File: config.mk
export PLATFORM = sky130hd
export DESIGN_NAME = alu_arbiter
export DESIGN_NICKNAME = d
export VERILOG_FILES = /design/src/rtl/alu_arbiter.sv
export SDC_FILE = /design/constraint.sdc
export NUM_CORES = 1
export LEC_CHECK = 0
export ABC_CLOCK_PERIOD_IN_PS = 3800
export BUFFER_PORTS_ARGS = -buffer_cell sky130_fd_sc_hd__buf_2
export CORE_ASPECT_RATIO = 1.2
export CORE_UTILIZATION = 30
export CTS_CLUSTER_SIZE = 12
export DETAILED_ROUTE_END_ITERATION = 10
export PLACE_DENSITY = 0.6
export SKIP_CTS_REPAIR_TIMING = 1
export SLEW_MARGIN = 20
export SYNTH_ARGS = -nofsm -noshare
export SYNTH_HDL_FRONTEND = slang
export SYNTH_SLANG_ARGS = --single-unit
File: constraint.sdc
create_clock -name clk -period 3.8 [get_ports clk]
set_input_delay 0.76 -clock clk [delete_from_list [all_inputs] [get_ports clk]]
set_output_delay 0.76 -clock clk [all_outputs]
set_load 0.02 [all_outputs]
File: src/rtl/alu_arbiter.sv
// Round-robin arbiter/sequencer sharing one 4-bit ALU between two requesters.
// Grants in IDLE, drives the ALU for one EXEC cycle, returns the result in RESP.
module alu_arbiter #(
    parameter int WIDTH = 4
) (
    input  logic             clk,
    input  logic             rst,
    input  logic             req0,
    input  logic [WIDTH-1:0] a0,
    input  logic [WIDTH-1:0] b0,
    input  logic [3:0]       fun0,
    input  logic             req1,
    input  logic [WIDTH-1:0] a1,
    input  logic [WIDTH-1:0] b1,
    input  logic [3:0]       fun1,
    output logic [WIDTH-1:0] alu_a,
    output logic [WIDTH-1:0] alu_b,
    output logic [3:0]       alu_fun,
    input  logic [WIDTH-1:0] alu_out,
    input  logic             alu_carry,
    output logic             done0,
    output logic             done1,
    output logic [WIDTH-1:0] res,
    output logic             carry,
    output logic             err
);

    typedef enum logic [1:0] {IDLE, EXEC, RESP} state_t;

    state_t           r_state, w_state_nxt;
    logic             r_last, w_last_nxt;
    logic             r_gnt, w_gnt_nxt;
    logic [WIDTH-1:0] r_alu_a, w_alu_a_nxt;
    logic [WIDTH-1:0] r_alu_b, w_alu_b_nxt;
    logic [3:0]       r_alu_fun, w_alu_fun_nxt;
    logic [WIDTH-1:0] r_res, w_res_nxt;
    logic             r_carry, w_carry_nxt;
    logic             r_err, w_err_nxt;

    logic             w_win;
    logic [WIDTH-1:0] w_sel_a, w_sel_b;
    logic [3:0]       w_sel_fun;
    logic             w_legal;

    // On contention the requester that did not win last time gets the ALU.
    assign w_win     = (req0 && req1) ? ~r_last : req1;
    assign w_sel_a   = w_win ? a1 : a0;
    assign w_sel_b   = w_win ? b1 : b0;
    assign w_sel_fun = w_win ? fun1 : fun0;
    assign w_legal   = w_sel_fun[3] ? (w_sel_fun[2:1] == 2'b00) : (w_sel_fun[2:0] <= 3'd5);

    always_comb begin
        w_state_nxt   = r_state;
        w_last_nxt    = r_last;
        w_gnt_nxt     = r_gnt;
        w_alu_a_nxt   = r_alu_a;
        w_alu_b_nxt   = r_alu_b;
        w_alu_fun_nxt = r_alu_fun;
        w_res_nxt     = r_res;
        w_carry_nxt   = r_carry;
        w_err_nxt     = r_err;
        case (r_state)
            IDLE: begin
                if (req0 || req1) begin
                    w_gnt_nxt  = w_win;
                    w_last_nxt = w_win;
                    if (w_legal) begin
                        w_alu_a_nxt   = w_sel_a;
                        w_alu_b_nxt   = w_sel_b;
                        w_alu_fun_nxt = w_sel_fun;
                        w_state_nxt   = EXEC;
                    end else begin
                        // Reserved code: skip the ALU and answer with an error.
                        w_alu_a_nxt   = '0;
                        w_alu_b_nxt   = '0;
                        w_alu_fun_nxt = '0;
                        w_res_nxt     = '0;
                        w_carry_nxt   = 1'b0;
                        w_err_nxt     = 1'b1;
                        w_state_nxt   = RESP;
                    end
                end
            end
            EXEC: begin
                w_res_nxt     = alu_out;
                w_carry_nxt   = r_alu_fun[3] & alu_carry;
                w_err_nxt     = 1'b0;
                w_alu_a_nxt   = '0;
                w_alu_b_nxt   = '0;
                w_alu_fun_nxt = '0;
                w_state_nxt   = RESP;
            end
            RESP:    w_state_nxt = IDLE;
            default: w_state_nxt = IDLE;
        endcase
    end

    always_ff @(posedge clk or posedge rst) begin
        if (rst) begin
            r_state   <= IDLE;
            r_last    <= 1'b1;
            r_gnt     <= 1'b0;
            r_alu_a   <= '0;
            r_alu_b   <= '0;
            r_alu_fun <= '0;
            r_res     <= '0;
            r_carry   <= 1'b0;
            r_err     <= 1'b0;
        end else begin
            r_state   <= w_state_nxt;
            r_last    <= w_last_nxt;
            r_gnt     <= w_gnt_nxt;
            r_alu_a   <= w_alu_a_nxt;
            r_alu_b   <= w_alu_b_nxt;
            r_alu_fun <= w_alu_fun_nxt;
            r_res     <= w_res_nxt;
            r_carry   <= w_carry_nxt;
            r_err     <= w_err_nxt;
        end
    end

    assign alu_a   = r_alu_a;
    assign alu_b   = r_alu_b;
    assign alu_fun = r_alu_fun;
    assign done0   = (r_state == RESP) && !r_gnt;
    assign done1   = (r_state == RESP) &&  r_gnt;
    assign res     = (r_state == RESP) ? r_res : '0;
    assign carry   = (r_state == RESP) && r_carry;
    assign err     = (r_state == RESP) && r_err;

endmodule

==> qor.csv, run 1 <==
metric,value,unit
GRT Resource Usage Total,13.5,%
synthesized flop and latch total,22,
Seq pwr share,39.1,%
Area contributors post-synth,"dfrtp_1 49%, mux2i_1 10%, o21ai_2 7.3%, nand2_1 4.2%, and2_1 4.1%",
CP Max Fanout,8,
Synth Flop Type,dfrtp_1,
post-DP HPWL,1860,um
gr ovfl total,0,
max_cap viols,0,
status,"complete, but fails checks",
synth cell count leaders,"21 x dfrtp_1, 12 x nand2_1, 11 x mux2i_1, 9 x o21ai_2, 7 x and2_1",
CTS max path bufs,2,
worst min path class,flop to flop,
ant diodes,0,
I/O Pins,53,
hold slack,0.477,ns
mapped cell area,1080,sq um
routability cong.,0.771,
clock latency on the worst-skew pair,0.26,ns
vias in the first global route,872,
fin crit period,2.11,ns
RSZ-0062 raised after global routing,false,
setup violators final,0,
routed vias,911,
crit path launch type,flop,
Switching Fraction,35.6,%
clock power share,23.1,%
share of total power in combinational logic,37.8,%
period utilization,55.6,%
width of the die,56.8,um
Setup Total Neg Slack,0,ns
nets@finish,185,
DRT Pass-1 Iters,7,
DR DRC count,8,
syn nets,130,
dpl cell area,1370,sq um
"Arr. time, crit path",1.35,ns
share of cells above drive strength 1,49.0,%
Yosys top cell area share,48.7,%
CORE AREA,3400,sq um
Post-synth EDFFs,0,
PortBufs,52,
fin. max-slew vios,0,
largest net degree at the start of global routing,23,
fmax,0.473,GHz
CTS tree,yes,
"count leader, synth",dfrtp_1,
Worst Path Required,3.04,ns
Yosys cell types,27,
Die Y,67.7,um
sequential-to-total area share from yosys stat,51.1,%
Initial DRC Count,32,
Cells after Synth,97,
die area,3840,sq um
TritonCTS Buffers,3,
Initial Util,31.8,%
"Clk pin slew, worst setup/hold paths",0.08,ns
"Async S/R FF share, synth",100,%
first-pass GRT wire length,4000,um
cell taking the most area after synthesis,dfrtp_1,
"Worst Path Class, Setup",flop to output pin,
Wirelength per Cell,12.6,um
Pwr Density,643,nW/um^2
clock sinks,22,
DRT Wirelength,2360,um
vias per cell,4.85,
failing checks,DRC,
initial antenna violation count,0,
Final ANT Viol Nets,0,
Synthesis Warnings,0,
final instance area,1450,sq um
Clock Skew,0.00511,ns
Fin. Hold Viols,0,
CTS Root Cell,clkbuf_8,
Power Internal,598,uW
slew margin rel.,44.9,%
leak pwr,0.000776,uW
crit path capture type,output pin,
Worst-Margin Slew,0.825,ns
peak supply drop,0.000267,V
H-tree depth,1,
P_sw,330,uW
synth-to-layout area growth,33.8,%
Mapped Avg Cell Area,11.1,sq um
row count,23,
==> power groups by stage <==
| stage | Sequential (uW) | Combinational (uW) | Clock (uW) |
|---|---|---|---|
| after floorplan | 407 | 204 | 0 |
| after global placement | 366 | 347 | 0 |
| after detailed placement | 368 | 354 | 0 |
| after CTS | 364 | 356 | 224 |
| after global routing | 375 | 385 | 231 |
| final | 363 | 351 | 215 |
==> metrics by stage <==
step | power (uW) | instances | worst slack (ns) | utilization, %
after global routing | 991 | 188 | 1.53 | 42.6
after CTS | 944 | 188 | 1.65 | 42.6
after detailed placement | 722 | 184 | 1.70 | 40.5
final | 929 | 188 | 1.69 | 42.6
after global placement | 713 | 184 | 1.74 | 40.5
after floorplan | 610 | 97 | 1.84 | -
==> layout by cell type, fill, tap and decap left out, types with 2 or more instances in the layout <==
master    count
a22o_1        4
and2_1        7
o21ai_2       9
clkbuf_8      3
inv_1         5
o21ai_0       4
maj3_2        2
a31oi_1       2
nand2_1      12
nor2_1        2
buf_2        52
nor2b_1       3
mux2i_1      11
dfrtp_1      21
==> logic make-up (layout without fill, tap and decap cells) <==
logic type	after synthesis	in the layout	share of synthesized area, %
compound gates	24	24	17.3
flops	22	22	51.1
mux	13	13	12.6
simple gates	28	28	13.3
buf+inv	8	62	3.59
fa+ha+maj	2	2	2.09
==> worst paths after layout <==
check                                start          to  slack [ns]  depth (start not counted)
min in group asynchronous              rst    r_res[3]        0.65                          2
worst min register to register  alu_fun[0]  alu_fun[0]        0.48                          2
worst max register to register      r_last    r_res[1]        2.21                          4
worst max-delay path            r_state[0]       done0        1.69                          3
worst min-delay path            alu_fun[0]  alu_fun[0]        0.48                          2
max in group asynchronous              rst    alu_a[3]        2.64                          2
==> routing by layer <==
metal | vias up | global-route usage, % | part of all wire (%)
met3 | 2 | 2.11 | 7.1
met5 | - | 0 | 0
met4 | 0 | 5.49 | 0.34
met2 | 44 | 22.8 | 47
li1 | 449 | - | -
met1 | 416 | 17.3 | 45
==> critical path: stages, from the launching register on <==
cell and delay [ns]:
dfrtp_1 0.42, nor2b_1 0.33, nor2b_1 0.17, buf_2 0.17
==> state kept, by name, indices dropped and copies added (netlist names) <==
name,flops
r_carry,1
r_err,1
alu_fun,4
r_last,1
r_res,4
r_state,2
alu_b,4
r_gnt,1
alu_a,4
==> final cells by class <==
type                            count  area, sq um
Clock buffer                        3         41.3
Clock inverter                      1         30.0
Fill cell                         342         1950
Inverter                            5         18.8
Multi-Input combinational cell     67          489
Sequential cell                    22          552
Tap cell                           37         46.3
Timing Repair Buffer               53          268
Note: power is estimated with default switching activity, not from simulation.
==> run 2: changes to the inputs <==
--- a/config.mk
+++ b/config.mk
@@ -5,7 +5,7 @@
 export SDC_FILE = /design/constraint.sdc
 export NUM_CORES = 1
 export LEC_CHECK = 0
-export ABC_CLOCK_PERIOD_IN_PS = 3800
+export ABC_CLOCK_PERIOD_IN_PS = 2200
 export BUFFER_PORTS_ARGS = -buffer_cell sky130_fd_sc_hd__buf_2
 export CORE_ASPECT_RATIO = 1.2
 export CORE_UTILIZATION = 30
==> constraint.sdc (replaced) <==
create_clock -name clk -period 2.2 [get_ports clk]
set_input_delay 0.44 -clock clk [delete_from_list [all_inputs] [get_ports clk]]
set_output_delay 0.44 -clock clk [all_outputs]
set_load 0.02 [all_outputs]
==> run 2 against run 1 <==
Net effect:
- the flow still finishes with violations (DRC)
- final cell count unchanged
- setup slack worse by 1.3 ns
- routed wire length down 0.21%
- critical endpoint is now res[3]
- largest cell class unchanged
- highest routed layer unchanged
==> qor.csv, run 2 (synthesized netlist as in run 1, its figures left out) <==
metric,value,unit,change
status,"complete, but fails checks",,
failing checks,DRC,,
"Clk pin slew, worst setup/hold paths",0.09,ns,about the same
worst min path class,input port to async pin,,
setup ws final,0.388,ns,-1.30 ns
routed vias,907,,-0.44%
Worst Path Required,1.76,ns,-1.28 ns
fillers,324,,-5.3%
Pwr Density,1110,nW/um^2,+73%
Fin. Hold Viols,0,,unchanged
first-pass GRT wire length,4020,um,+0.68%
nets@finish,185,,unchanged
synth-to-layout area growth,33.8,%,unchanged
row count,23,,unchanged
Setup Total Neg Slack,0,ns,unchanged
PortBufs,52,,unchanged
clock latency on the worst-skew pair,0.27,ns,about the same
period utilization,82.4,%,
initial antenna violation count,0,,unchanged
R2R Setup Slk,0.61,ns,-1.60 ns
"commonest non-fill, non-tap cell in the layout",buf_2,,
most used cells in the layout excluding fill and tap cells,"52 x buf_2, 21 x dfrtp_1, 12 x nand2_1",,
TritonCTS Buffers,3,,unchanged
CTS Root Cell,clkbuf_8,,
share of cells above drive strength 1,49.0,%,unchanged
ant diodes,0,,unchanged
CORE AREA,3400,sq um,unchanged
hold slack,0.320,ns,-0.157 ns
DRT Wirelength,2360,um,-0.21%
fin. max-slew vios,0,,unchanged
Initial DRC Count,25,,-22%
I/O Pins,53,,unchanged
vias in the first global route,871,,-0.11%
RSZ-0062 raised after global routing,false,,
CP Max Fanout,8,,unchanged
"slowest stage delay, CP",0.42,ns,about the same
cells along the critical path,"nor2b_1, and2_1, buf_2",,
WP buf/inv,1,,unchanged
CTS tree,yes,,
Die Y,67.7,um,unchanged
"Arr. time, crit path",1.37,ns,+0.02 ns
Worst-Margin Slew,0.822,ns,-0.00340 ns
vias per cell,4.82,,-0.44%
leak pwr,0.000776,uW,unchanged
gr ovfl total,0,,unchanged
slew margin rel.,45.2,%,+0.23 points
crit path launch type,flop,,
Clock Skew,0.0101,ns,+0.00494 ns
Final ANT Viol Nets,0,,unchanged
setup violators final,0,,unchanged
crit-path leading delay family,simple AND/OR/NAND/NOR gates,,
Wirelength per Cell,12.5,um,-0.21%
Critical path origin,r_state[0],,
GRT Resource Usage Total,14.1,%,+0.60 points
fin crit period,1.81,ns,
DRT Pass-1 Iters,7,,unchanged
crit path capture type,output pin,,
largest net degree at the start of global routing,23,,unchanged
slowest CP cell,dfrtp_1,,
post-DP HPWL,1810,um,-2.9%
"Worst Path Class, Setup",flop to output pin,,
die area,3840,sq um,unchanged
clock sinks,22,,unchanged
Initial Util,31.8,%,unchanged
DR DRC count,8,,unchanged
routability cong.,0.750,,-2.7%
pre-CTS worst setup slack,0.399,ns,-1.30 ns
fmax,0.552,GHz,
width of the die,56.8,um,unchanged
max_cap viols,0,,unchanged
H-tree depth,1,,unchanged
R2R Path Start,r_last,,
CTS max path bufs,2,,unchanged
peak supply drop,0.000453,V,+70%
run 2: cell counts in the layout (fill, tap and decap cells not counted):
Identical to the previous run, type by type.
run 2: final timing paths:
path                       cells past startpoint         end
setup reg to reg                               4    r_res[3]
hold reg to reg                                2    alu_b[3]
setup / recovery                               3      res[3]
hold / removal                                 2  r_state[1]
min in group clk                               2      r_last
max in group asynchronous                      2    alu_b[3]
run 2: per-stage QoR:
stage,util (%),total power [uW],area [sq um],std cells
CTS,42.6,1630,1450,188
finish,42.6,1610,1450,188
global route,42.6,1720,1450,188
floorplan,-,1050,1080,97
detailed placement,40.5,1250,1370,184
global placement,40.5,1230,1370,184
run 2: cell type report:
| type | count | area [sq um] | share of cell area (%) |
|---|---|---|---|
| sequential | 22 | 552 | 38.2 |
| inverter | 5 | 18.8 | 1.30 |
| clock inverter | 1 | 30.0 | 2.08 |
| clock buffer | 3 | 41.3 | 2.86 |
| timing repair buffer | 53 | 268 | 18.5 |
| tap | 37 | 46.3 | 3.20 |
| multi-input combinational | 67 | 489 | 33.9 |
run 2: layer usage:
metal | part of all wire [%] | track usage (%)
met4 | 2.1 | 7.32
met5 | 0 | 0
met3 | 7.3 | 3.64
met1 | 46 | 18.2
met2 | 44 | 21.7
run 2: where the power goes:
part           switching (uW)  leakage, uW  total (uW)  internal (uW)
clock                     134    0.0000357         378            243
sequential               80.6     0.000285         627            546
combinational             361     0.000455         606            244
total                     576     0.000776        1610           1030
==> run 3: changes to the inputs <==
--- a/config.mk
+++ b/config.mk
@@ -5,7 +5,7 @@
 export SDC_FILE = /design/constraint.sdc
 export NUM_CORES = 1
 export LEC_CHECK = 0
-export ABC_CLOCK_PERIOD_IN_PS = 2200
+export ABC_CLOCK_PERIOD_IN_PS = 1700
 export BUFFER_PORTS_ARGS = -buffer_cell sky130_fd_sc_hd__buf_2
 export CORE_ASPECT_RATIO = 1.2
 export CORE_UTILIZATION = 30
==> constraint.sdc (replaced) <==
create_clock -name clk -period 1.7 [get_ports clk]
set_input_delay 0.34 -clock clk [delete_from_list [all_inputs] [get_ports clk]]
set_output_delay 0.34 -clock clk [all_outputs]
set_load 0.02 [all_outputs]
==> run 3 against run 2 <==
Net effect:
- largest power group is now combinational cells
- global-route usage down 0.36 points
- setup slack worse by 0.28 ns
- first-iteration DRC count decreased by 28%
- sequential cell count unchanged
- core utilization increased by 0.48 points
- the flow still finishes with violations (DRC)
- highest routed layer unchanged
- critical path depth did not move
==> qor.csv, run 3 (synthesized netlist as in run 1, its figures left out) <==
metric,value,unit,change
setup ws final,0.106,ns,-0.282 ns
Final ANT Viol Nets,0,,unchanged
I/O Pins,53,,unchanged
R2R Path Start,r_last,,
width of the die,56.8,um,unchanged
DR DRC count,8,,unchanged
vias in the first global route,911,,+4.6%
Worst Path Required,1.36,ns,-0.40 ns
Fin. Hold Viols,0,,unchanged
CTS max path bufs,2,,unchanged
first-pass GRT wire length,4000,um,-0.50%
nets@finish,189,,+2.2%
setup violators final,0,,unchanged
Die Y,67.7,um,unchanged
hold slack,0.0977,ns,-0.223 ns
crit path capture,done0,,
"slowest stage delay, CP",0.43,ns,about the same
crit path capture type,output pin,,
ant diodes,0,,unchanged
failing checks,DRC,,
DRT Pass-1 Iters,7,,unchanged
Initial Util,31.8,%,unchanged
H-tree depth,1,,unchanged
"Worst Path Class, Setup",flop to output pin,,
fillers,364,,+12%
CP Max Fanout,8,,unchanged
slowest CP cell,dfrtp_1,,
crit path launch type,flop,,
leak pwr,0.000788,uW,+1.6%
Critical path origin,r_state[0],,
Worst-Margin Slew,0.445,ns,-0.377 ns
fin crit period,1.59,ns,
row count,23,,unchanged
path depth of the worst reg2reg path,4,,unchanged
reg2reg end,alu_a[1],,
vias per cell,4.81,,-0.36%
routed vias,923,,+1.8%
initial antenna violation count,0,,unchanged
fin. max-slew vios,0,,unchanged
most used cells in the layout excluding fill and tap cells,"52 x buf_2, 21 x dfrtp_1, 12 x nand2_1",,
"Arr. time, crit path",1.25,ns,-0.12 ns
post-DP HPWL,1890,um,+4.5%
TritonCTS Buffers,3,,unchanged
CTS Root Cell,clkbuf_8,,
R2R Setup Slk,0.18,ns,-0.43 ns
"Clk pin slew, worst setup/hold paths",0.08,ns,about the same
share of cells above drive strength 1,51.0,%,+2.0 points
worst min path class,input port to async pin,,
clock latency on the worst-skew pair,0.26,ns,about the same
post-route insts no fill,192,,+2.1%
clock sinks,22,,unchanged
cells along the critical path,"nor2b_2, nor2b_1, buf_2",,
status,"complete, but fails checks",,
synth-to-layout area growth,35.3,%,
Cells after DPL,188,,+2.2%
Pwr Density,1370,nW/um^2,+23%
Wirelength per Cell,12.3,um,-2.1%
max_cap viols,0,,unchanged
routability cong.,0.712,,-5.2%
gr ovfl total,0,,unchanged
"commonest non-fill, non-tap cell in the layout",buf_2,,
PortBufs,52,,unchanged
DRT Wirelength,2360,um,unchanged
CORE AREA,3400,sq um,unchanged
pre-CTS worst setup slack,0.0682,ns,-0.330 ns
CTS tree,yes,,
GRT Resource Usage Total,13.7,%,-0.36 points
RSZ-0062 raised after global routing,true,,
Initial DRC Count,18,,-28%
die area,3840,sq um,unchanged
peak supply drop,0.000444,V,-1.9%
fmax,0.627,GHz,
slew margin rel.,70.3,%,+25 points
period utilization,93.8,%,
largest net degree at the start of global routing,23,,unchanged
Clock Skew,0.00544,ns,-0.00462 ns
## run 3: cell types whose count changed in the layout (fill, tap and decap cells not counted), sizes merged
| cell | previous run | this run |
|---|---|---|
| buf | 53 | 57 |
| bufinv | 1 | 0 |
| clkbuf | 3 | 4 |
## run 3: metrics by stage
stage | setup TNS [ns] | power (uW) | area (sq um) | utilization, %
floorplan | 0 | 1360 | 1080 | -
global placement | 0 | 1630 | 1400 | 41.3
detailed placement | 0 | 1650 | 1400 | 41.3
CTS | -0.208 | 2020 | 1460 | 43.0
global route | -0.00358 | 2150 | 1460 | 43.0
finish | 0 | 2000 | 1460 | 43.0
## run 3: worst max-delay path: cells and delay by family, from the launching register on
family | cells | cell delay [ns]
buffers and inverters | 1 | 0.16
and+or+nand+nor | 2 | 0.40
DFF | 1 | 0.43
## run 3: layout make-up
type / instances / area [sq um] / area share, %
Timing Repair Buffer: 57 / 298 / 20.4
Clock buffer: 4 / 55.1 / 3.77
Tap cell: 37 / 46.3 / 3.17
Inverter: 5 / 18.8 / 1.28
Multi-Input combinational cell: 67 / 492 / 33.6
Sequential cell: 22 / 552 / 37.8
## run 3: worst min-delay path by stage
stage               from       end  depth (start not counted)
floorplan            rst  alu_a[0]                          1
global placement     rst  r_res[3]                          3
detailed placement   rst   r_carry                          3
CTS                  rst  r_res[3]                          3
global route         rst  r_res[3]                          3
finish               rst  r_res[3]                          3
## run 3: power by group
group	switching [uW]	total (uW)	internal (uW)	leakage [uW]
combinational	475	825	349	0.000474
clock	162	368	206	0.0000288
sequential	102	810	707	0.000285
## run 3: metal layers
layer	wire length, um	vias to the layer above	global-route usage, %	share of wire (%)
li1	-	456	-	-
met1	1030	417	16.6	44
met2	1120	46	23.7	48
met3	176	4	2.68	7.5
met4	29	0	6.40	1.2
met5	0	-	0	0
